$ cat src/rtl/blur_frame_sequencer_if.sv
`default_nettype none
// ============================================================================
// Module   : blur_frame_sequencer_if
// Brief    : Camera-side pixel stream and filter-side pixel/status bundle.
// Revision : 1.0
// ============================================================================
interface blur_frame_sequencer_if;
   logic       frame_start;
   logic       pix_valid;
   logic [3:0] pix_data;
   logic       mode_btn;
   logic [9:0] x_coor;
   logic [8:0] y_coor;
   logic       de;
   logic [3:0] o_data;
   logic [1:0] mode;
   logic       busy;
   logic       frame_done;
   logic       overrun;

   modport master (
      output frame_start, pix_valid, pix_data, mode_btn,
      input  x_coor, y_coor, de, o_data, mode, busy, frame_done, overrun
   );

   modport slave (
      input  frame_start, pix_valid, pix_data, mode_btn,
      output x_coor, y_coor, de, o_data, mode, busy, frame_done, overrun
   );
endinterface
`default_nettype wire

$ cat src/rtl/blur_frame_sequencer.sv
`default_nettype none
// ============================================================================
// Module   : blur_frame_sequencer
// Brief    : Frame controller ahead of the blur pipeline: raster coordinates,
//            frame-boundary mode commit, completion and overrun reporting.
// Revision : 1.0
// ============================================================================
module blur_frame_sequencer #(
   parameter int IMG_WIDTH  = 640,
   parameter int IMG_HEIGHT = 480,
   parameter int NUM_MODES  = 3
) (
   input wire                    clk,
   input wire                    reset,
   blur_frame_sequencer_if.slave pix_if
);

   localparam int XW = (IMG_WIDTH  > 1) ? $clog2(IMG_WIDTH)  : 1;
   localparam int YW = (IMG_HEIGHT > 1) ? $clog2(IMG_HEIGHT) : 1;
   localparam logic [XW-1:0] X_LAST    = XW'(IMG_WIDTH - 1);
   localparam logic [YW-1:0] Y_LAST    = YW'(IMG_HEIGHT - 1);
   localparam logic [1:0]    MODE_LAST = 2'(NUM_MODES - 1);

   typedef enum logic [1:0] {
      S_IDLE   = 2'd0,
      S_ACTIVE = 2'd1,
      S_DONE   = 2'd2
   } state_t;

   state_t        state_q, state_d;
   logic [XW-1:0] cx_q, cx_d;
   logic [YW-1:0] cy_q, cy_d;
   logic [9:0]    x_q, x_d;
   logic [8:0]    y_q, y_d;
   logic          de_q, de_d;
   logic [3:0]    data_q, data_d;
   logic [1:0]    mode_q, mode_d;
   logic [1:0]    pend_q, pend_d;
   logic          busy_q, busy_d;
   logic          done_q, done_d;
   logic          ovr_q, ovr_d;

   logic          commit;
   logic          last_pix;
   logic [XW-1:0] px;
   logic [YW-1:0] py;

   always_ff @(posedge clk) begin
      if (!reset) begin
         state_q <= S_IDLE;
         cx_q    <= '0;
         cy_q    <= '0;
         x_q     <= '0;
         y_q     <= '0;
         de_q    <= 1'b0;
         data_q  <= '0;
         mode_q  <= '0;
         pend_q  <= '0;
         busy_q  <= 1'b0;
         done_q  <= 1'b0;
         ovr_q   <= 1'b0;
      end else begin
         state_q <= state_d;
         cx_q    <= cx_d;
         cy_q    <= cy_d;
         x_q     <= x_d;
         y_q     <= y_d;
         de_q    <= de_d;
         data_q  <= data_d;
         mode_q  <= mode_d;
         pend_q  <= pend_d;
         busy_q  <= busy_d;
         done_q  <= done_d;
         ovr_q   <= ovr_d;
      end
   end

   always_comb begin
      state_d  = state_q;
      cx_d     = cx_q;
      cy_d     = cy_q;
      x_d      = x_q;
      y_d      = y_q;
      de_d     = 1'b0;
      data_d   = data_q;
      mode_d   = mode_q;
      done_d   = 1'b0;
      ovr_d    = ovr_q;
      commit   = 1'b0;
      last_pix = 1'b0;
      px       = cx_q;
      py       = cy_q;

      // A press in the commit cycle lands after the commit, so it targets the next frame.
      if (pix_if.mode_btn) begin
         pend_d = (pend_q == MODE_LAST) ? 2'd0 : pend_q + 2'd1;
      end else begin
         pend_d = pend_q;
      end

      case (state_q)
         S_IDLE, S_DONE: begin
            cx_d = '0;
            cy_d = '0;
            if (pix_if.frame_start) begin
               state_d = S_ACTIVE;
               commit  = 1'b1;
            end else begin
               state_d = S_IDLE;
            end
         end

         S_ACTIVE: begin
            last_pix = pix_if.pix_valid && (cx_q == X_LAST) && (cy_q == Y_LAST);
            // A restart abandons the frame; a same-cycle pixel is the new frame's first.
            if (pix_if.frame_start && !last_pix) begin
               ovr_d  = 1'b1;
               commit = 1'b1;
               px     = '0;
               py     = '0;
            end
            if (pix_if.pix_valid) begin
               de_d   = 1'b1;
               data_d = pix_if.pix_data;
               x_d    = 10'(px);
               y_d    = 9'(py);
               if (last_pix) begin
                  state_d = S_DONE;
                  done_d  = 1'b1;
                  cx_d    = '0;
                  cy_d    = '0;
               end else if (px == X_LAST) begin
                  cx_d = '0;
                  cy_d = py + YW'(1);
               end else begin
                  cx_d = px + XW'(1);
                  cy_d = py;
               end
            end else begin
               cx_d = px;
               cy_d = py;
            end
         end

         default: begin
            state_d = S_IDLE;
         end
      endcase

      if (commit) begin
         mode_d = pend_q;
      end
      busy_d = (state_d != S_IDLE);
   end

   assign pix_if.x_coor     = x_q;
   assign pix_if.y_coor     = y_q;
   assign pix_if.de         = de_q;
   assign pix_if.o_data     = data_q;
   assign pix_if.mode       = mode_q;
   assign pix_if.busy       = busy_q;
   assign pix_if.frame_done = done_q;
   assign pix_if.overrun    = ovr_q;

endmodule
`default_nettype wire

$ cat src/flat_wrapper.sv
// flat-port wrapper written by rule: the top's interface ports become plain ports
module blur_frame_sequencer_flat 
#(
   parameter int IMG_WIDTH  = 640,
   parameter int IMG_HEIGHT = 480,
   parameter int NUM_MODES  = 3
)
  (clk, reset, pix_if_frame_start, pix_if_pix_valid, pix_if_pix_data, pix_if_mode_btn, pix_if_x_coor, pix_if_y_coor, pix_if_de, pix_if_o_data, pix_if_mode, pix_if_busy, pix_if_frame_done, pix_if_overrun);
  blur_frame_sequencer_if pix_if_i ();
  input wire clk;
  input wire reset;
  input wire logic [$bits(pix_if_i.frame_start)-1:0] pix_if_frame_start;
  input wire logic [$bits(pix_if_i.pix_valid)-1:0] pix_if_pix_valid;
  input wire logic [$bits(pix_if_i.pix_data)-1:0] pix_if_pix_data;
  input wire logic [$bits(pix_if_i.mode_btn)-1:0] pix_if_mode_btn;
  output wire logic [$bits(pix_if_i.x_coor)-1:0] pix_if_x_coor;
  output wire logic [$bits(pix_if_i.y_coor)-1:0] pix_if_y_coor;
  output wire logic [$bits(pix_if_i.de)-1:0] pix_if_de;
  output wire logic [$bits(pix_if_i.o_data)-1:0] pix_if_o_data;
  output wire logic [$bits(pix_if_i.mode)-1:0] pix_if_mode;
  output wire logic [$bits(pix_if_i.busy)-1:0] pix_if_busy;
  output wire logic [$bits(pix_if_i.frame_done)-1:0] pix_if_frame_done;
  output wire logic [$bits(pix_if_i.overrun)-1:0] pix_if_overrun;
  assign pix_if_i.frame_start = pix_if_frame_start;
  assign pix_if_i.pix_valid = pix_if_pix_valid;
  assign pix_if_i.pix_data = pix_if_pix_data;
  assign pix_if_i.mode_btn = pix_if_mode_btn;
  assign pix_if_x_coor = pix_if_i.x_coor;
  assign pix_if_y_coor = pix_if_i.y_coor;
  assign pix_if_de = pix_if_i.de;
  assign pix_if_o_data = pix_if_i.o_data;
  assign pix_if_mode = pix_if_i.mode;
  assign pix_if_busy = pix_if_i.busy;
  assign pix_if_frame_done = pix_if_i.frame_done;
  assign pix_if_overrun = pix_if_i.overrun;
  blur_frame_sequencer #(.IMG_WIDTH(IMG_WIDTH), .IMG_HEIGHT(IMG_HEIGHT), .NUM_MODES(NUM_MODES)) u_core (.clk(clk), .reset(reset), .pix_if(pix_if_i));
endmodule
$ cat config.mk
export PLATFORM = sky130hd
export DESIGN_NAME = blur_frame_sequencer_flat
export DESIGN_NICKNAME = d
export VERILOG_FILES = /design/src/rtl/blur_frame_sequencer_if.sv /design/src/rtl/blur_frame_sequencer.sv /design/src/flat_wrapper.sv
export SDC_FILE = /design/constraint.sdc
export NUM_CORES = 1
export LEC_CHECK = 0
export BUFFER_PORTS_ARGS = -buffer_cell sky130_fd_sc_hd__clkbuf_2
export CORE_UTILIZATION = 35
export DETAILED_ROUTE_END_ITERATION = 8
export SLEW_MARGIN = 30
export SYNTH_ARGS = -nofsm -noshare
export SYNTH_HDL_FRONTEND = slang
export SYNTH_SLANG_ARGS = --single-unit
$ cat constraint.sdc
create_clock -name clk -period 3.2 [get_ports clk]
set_input_delay 0.32 -clock clk [delete_from_list [all_inputs] [get_ports clk]]
set_output_delay 0.32 -clock clk [all_outputs]
set_load 0.01 [all_outputs]
Word level (Yosys, flattened, before mapping)
Cells that the tools add are included.
{"block": "totals", "ff_bits": 52, "inputBits": 9, "out_inout_bits": 29, "elab_cells": 55}
{"block": "classes", "n_addsub": 3, "eq_ne": 6, "n_mux": 22, "reduce_logical": 12}
{"op": "$mux 10", "count": 5}
{"op": "$mux 9", "count": 5}
{"op": "$eq 10x10->1 const B", "count": 2}
{"op": "$pmux 10 s2", "count": 1}
{"op": "$pmux 9 s2", "count": 1}
{"op": "$add 10x1->10 const B", "count": 1}
{"op": "$add 9x1->9 const B", "count": 1}
{"op": "$eq 9x9->1 const B", "count": 1}
{"op": "$mux 2", "count": 3}
{"op": "$reduce_and 2->1", "count": 3}
{"op": "$mux 1", "count": 5}
{"op": "$eq 2x2->1 const B", "count": 2}
{"op": "$pmux 2 s2", "count": 1}
{"op": "$reduce_bool 2->1", "count": 2}
{"op": "$logic_and 1x1->1", "count": 3}
{"op": "$reduce_and 3->1", "count": 1}
{"op": "$add 2x1->2 const B", "count": 1}
{"op": "$eq 2x1->1 const B", "count": 1}
{"op": "$logic_not 2->1", "count": 1}
{"op": "$pmux 1 s2", "count": 1}
{"op": "$reduce_or 2->1", "count": 1}
{"op": "$logic_not 1->1", "count": 1}

Depth between registers and ports, before layout
{"block": "depth", "word_depth": 12, "mapped_depth": 11}

Worst setup path before layout
Ideal clock, no wire load.
{"block": "synth_timing", "path_type": "register -> register", "startpoint": "reg u_core.cx_q[9]", "endpoint": "reg u_core.cy_q[8]", "arrival_time_ns": 2.777, "required_time_ns": 3.080, "path_slack_ns": 0.303, "stages_incl_launch_ff": 12, "path_buffers": 1, "period_less_slack_ns": 2.897, "path_cell_list": "dfxtp_1 > or3b_4 > nor2_2 > nand3_1 > a21oi_1 > ha_1 > nand4_1 > or3_1 > clkbuf_2 > or3_1 > a21oi_1 > o22ai_1"}
{"block": "synth_between", "elab_chain_len": 12, "word_cells_on_any_way": 15, "cone_classes": "add/sub (1); eq/ne (2); mux (8); reduce/logical (4)"}
{"element": "from (decl)", "line": "blur_frame_sequencer.sv:31", "text": "logic [XW-1:0] cx_q, cx_d;"}
{"element": "from (signal assigned)", "line": "blur_frame_sequencer.sv:51", "text": "cx_q <= '0;"}
{"element": "from (signal assigned)", "line": "blur_frame_sequencer.sv:64", "text": "cx_q <= cx_d;"}
{"element": "$eq 10x10->1", "line": "blur_frame_sequencer.sv:114", "text": "last_pix = pix_if.pix_valid && (cx_q == X_LAST) && (cy_q == Y_LAST);"}
{"element": "$logic_and 1x1->1 (2 in series)", "line": "blur_frame_sequencer.sv:114"}
{"element": "$logic_not 1->1", "line": "blur_frame_sequencer.sv:116", "text": "if (pix_if.frame_start && !last_pix) begin"}
{"element": "$logic_and 1x1->1", "line": "blur_frame_sequencer.sv:116"}
{"element": "$mux 9 or $mux 10 (tied branches)", "line": "blur_frame_sequencer.sv:116"}
{"element": "$mux 9 or $mux 10 (tied branches)", "line": "blur_frame_sequencer.sv:101", "text": "case (state_q)"}
{"element": "$add 9x1->9 or $eq 10x10->1 (tied branches)", "line": "blur_frame_sequencer.sv:134, blur_frame_sequencer.sv:132"}
{"element": "$mux 9", "line": "blur_frame_sequencer.sv:132", "text": "end else if (px == X_LAST) begin"}
{"element": "$mux 9", "line": "blur_frame_sequencer.sv:127", "text": "if (last_pix) begin"}
{"element": "$mux 9 (*)", "line": "blur_frame_sequencer.sv:122", "text": "if (pix_if.pix_valid) begin"}
{"element": "$pmux 9 s2 (*)", "line": "blur_frame_sequencer.sv:101"}
{"element": "to (signal assigned)", "line": "blur_frame_sequencer.sv:65", "text": "cy_q <= cy_d;"}
{"element": "to (decl)", "line": "blur_frame_sequencer.sv:32", "text": "logic [YW-1:0] cy_q, cy_d;"}
Mark *: on every way between the ends. The rest lies on a longest branch, timed or not. The select of a mux whose other input is x is not followed.
A chain may end at the register's enable or synchronous reset.

Worst setup path after layout
Ends and elaborated chain as after synthesis.

==> reports/results.ini <==
[clock_network]
clk_pin_slew_ns=0.09
cts_tree=yes
numCtsBuffers=5
clockBufferDepth=2
htreeDepth=2
clkSinkCount=52
clk_latency_ns=0.30
cts-resized-gates=0
cts-root-buf=clkbuf_8

[worst_setup_path]
critical_path_arrival_ns=3.21
r2r_slack_ns=0.19
required_ns=3.40
cp-endpoint=u_core.cy_q[8]
endpoint_kind=flop
worstSetupPathType=flop to flop
worstPathCellList=or3b_4 > nor2_2 > nand3_1 > a21oi_1 > ha_1 > nand4_1 > or3_1 > or3_1 > a21oi_1 > o22ai_1
slowest_delay_ns=0.43
setup.worst_path.start_class=flop
r2r_start=u_core.cx_q[9]
cpMaxStageDelayCell=or3b_4
r2r_end=u_core.cy_q[8]
path_max_fanout=9
rr_worst_depth=10
startpoint=u_core.cx_q[9]

[logic_synthesis]
yosysWarnings=0
yosysSeqAreaShare=0.442
yosysMostFrequentCell=dfxtp_1
ys_top_cells_by_area=dfxtp_1, a21oi_1, nand2_1, nand3_1, a31oi_1
synth_edf_count=0
ys_ff_latch=52
ys_types=45
synth_area_mm2=0.00235
syn_inst=296
syn_area_per_cell_um2=7.95
synthFlopType=dfxtp_1
netlist.area_leader.share=0.442
syn_nets=307
synth_common_cells=dfxtp_1, nand2_1, a21oi_1, nand3_1, nor2_1
async_reset_ff_frac=0
yosysTopAreaCell=dfxtp_1

[pwr]
seqPwrFrac=0.594
p_per_area_mw_per_mm2=407
swShare=0.252
power.internal_mw=0.835
leakage_nw=1.03
p_switching_mw=0.281
comb_power_share=0.071
ir_drop_mv=0.159
clkPwrFrac=0.334

[place]
port_buffers=37
post-place-cells=404
globalplace.congestion=0.877
hpwlAfterDp_mm=4.36

[routing]
remaining_drc_errors=10
drt_iter0_drc=157
ant_nets=0
vias_per_cell=5.46
wl_per_cell_um=14.8
vias=2254
wirelength_mm=6.13
drt-pass1-iter-count=6

[outcome]
violations=design-rule violations
status=complete, but fails checks

[sta]
setup_viol=0
period_needed_ns=3.01
hold_viol_final=0
fin_crit_sh=0.941
max_slew_margin=0.553
fmax_mhz=332
tightest_slew_ns=0.669
finalMaxSlewViolations=0
fin_skew_ns=0.00408

[finish]
nNetsFinal=346
layout-drive-gt1-share=0.182
syn_to_final_growth_pct=16.5
num_antenna_cells=0
final-instance-count-excl-fill=413
fin_util=0.427

[global_routing]
antenna_found_initial=0
grt_pass1_wl_mm=9.80
grtUsageTotal=0.174
grt_pass1_vias=1963
grt_max_degree=28
grt-ovfl-total=0

[hold_path]
min_path_type=primary input to flop

[job]
drv_cap=0

[die]
io_pins=38
core_mm2=0.00642
die_h_um=84
placementRows=29
dieArea_mm2=0.00706
initial_utilization=0.366
fp.dieW_um=84

==> cells in the final DEF (no fill, tap or decap), types with 2 or more instances in the layout <==
cell type   n
nor2_2      2
and3_1      6
nand3b_1    2
a41oi_1     2
clkinv_1    2
nand2b_1    2
buf_4      12
clkbuf_8    5
nand2_1    44
o2bb2ai_1   4
dfxtp_1    52
and2_1      6
nor3_1      7
a31oi_1    10
o21ai_0    11
and4_1      2
clkinv_2    2
or3_1       2
mux2i_1     3
o22ai_1     3
nor2_1     14
inv_1       7
clkbuf_2   37
o31ai_1     2
nand4_1    10
ha_1        2
a21oi_1    38
nand3_1    29
==> power by group through the flow <==
stage / clock, mW / combinational [mW] / sequential, mW
2_1_floorplan: 0 / 0.0524 / 0.678
3_3_place_gp: 0 / 0.0797 / 0.678
3_5_place_dp: 0 / 0.0792 / 0.678
4_1_cts: 0.382 / 0.0793 / 0.663
5_1_grt: 0.405 / 0.0883 / 0.665
6_report: 0.373 / 0.0797 / 0.663
==> metal layers <==
layer | global-route usage | wire, µm | up-vias
li1 | - | - | 1154
met1 | 0.231 | 2920 | 1020
met2 | 0.276 | 2770 | 68
met3 | 0.0326 | 297 | 12
met4 | 0.0752 | 139 | 0
met5 | 0 | 0 | -
==> timing repair <==
item                       4_1_cts  5_1_grt
setup endpoints to repair        0        1
buffers inserted                 0        1
hold buffers                     0        0
==> registers in the layout (all words and copies together) (netlist names) <==
register,count
u_core.state_q,2
u_core.pix_if.o_data,4
u_core.pix_if.x_coor,10
u_core.pix_if.frame_done,1
u_core.pix_if.busy,1
u_core.pix_if.mode,2
u_core.pix_if.overrun,1
u_core.pend_q,2
u_core.pix_if.de,1
u_core.cy_q,9
u_core.cx_q,10
u_core.pix_if.y_coor,9
==> metrics by stage <==
| stage | power (mW) | setup TNS [ns] | hold slack [ns] | area, µm² | setup slack (ns) |
|---|---|---|---|---|---|
| 6_report | 1.12 | 0 | 0.224 | 2740 | 0.189 |
| 5_1_grt | 1.16 | -0.000653 | 0.218 | 2740 | -0.000653 |
| 4_1_cts | 1.12 | 0 | 0.216 | 2740 | 0.269 |
| 3_5_place_dp | 0.758 | 0 | 0.446 | 2650 | 0.289 |
| 3_3_place_gp | 0.758 | 0 | 0.439 | 2650 | 0.366 |
| 2_1_floorplan | 0.730 | 0 | 0.456 | 2350 | 0.303 |
==> cell families after synthesis <==
| logic type | after synthesis | synth area share |
|---|---|---|
| buffers and inverters | 26 | 0.0441 |
| DFF | 52 | 0.442 |
| muxes | 3 | 0.0128 |
| adders and majority gates | 2 | 0.0106 |
| and+or+nand+nor | 134 | 0.290 |
| AOI/OAI and AO/OA | 79 | 0.200 |
==> worst max-delay path, delay by kind of cell, from the launching register on <==
family	cells	cell delay, ns
compound gates	3	0.47
simple gates	6	1.79
fa+ha+maj	1	0.25
flops	1	0.39
==> how the worst min path moves through the flow <==
stage | to | slack (ns) | cells after the start | start
after global placement | u_core.pix_if.y_coor[7] | 0.44 | 2 | u_core.pix_if.y_coor[7]
final | u_core.pix_if.o_data[1] | 0.22 | 3 | pix_if_pix_data[1]
after global routing | u_core.pix_if.o_data[3] | 0.22 | 3 | pix_if_pix_data[3]
after floorplan | u_core.pix_if.o_data[0] | 0.46 | 2 | pix_if_pix_data[0]
after CTS | u_core.pix_if.o_data[1] | 0.22 | 3 | pix_if_pix_data[1]
after detailed placement | u_core.pix_if.o_data[2] | 0.45 | 2 | u_core.pix_if.o_data[2]
==> layout make-up <==
class | instances | area [µm²]
tap | 77 | 96.3
fill | 672 | 3680
clock inverter | 3 | 18.8
clock buffer | 5 | 68.8
multi-input combinational | 218 | 1210
inverter | 9 | 33.8
timing repair buffer | 49 | 275
sequential | 52 | 1040
(Power assumes the default switching activity.)
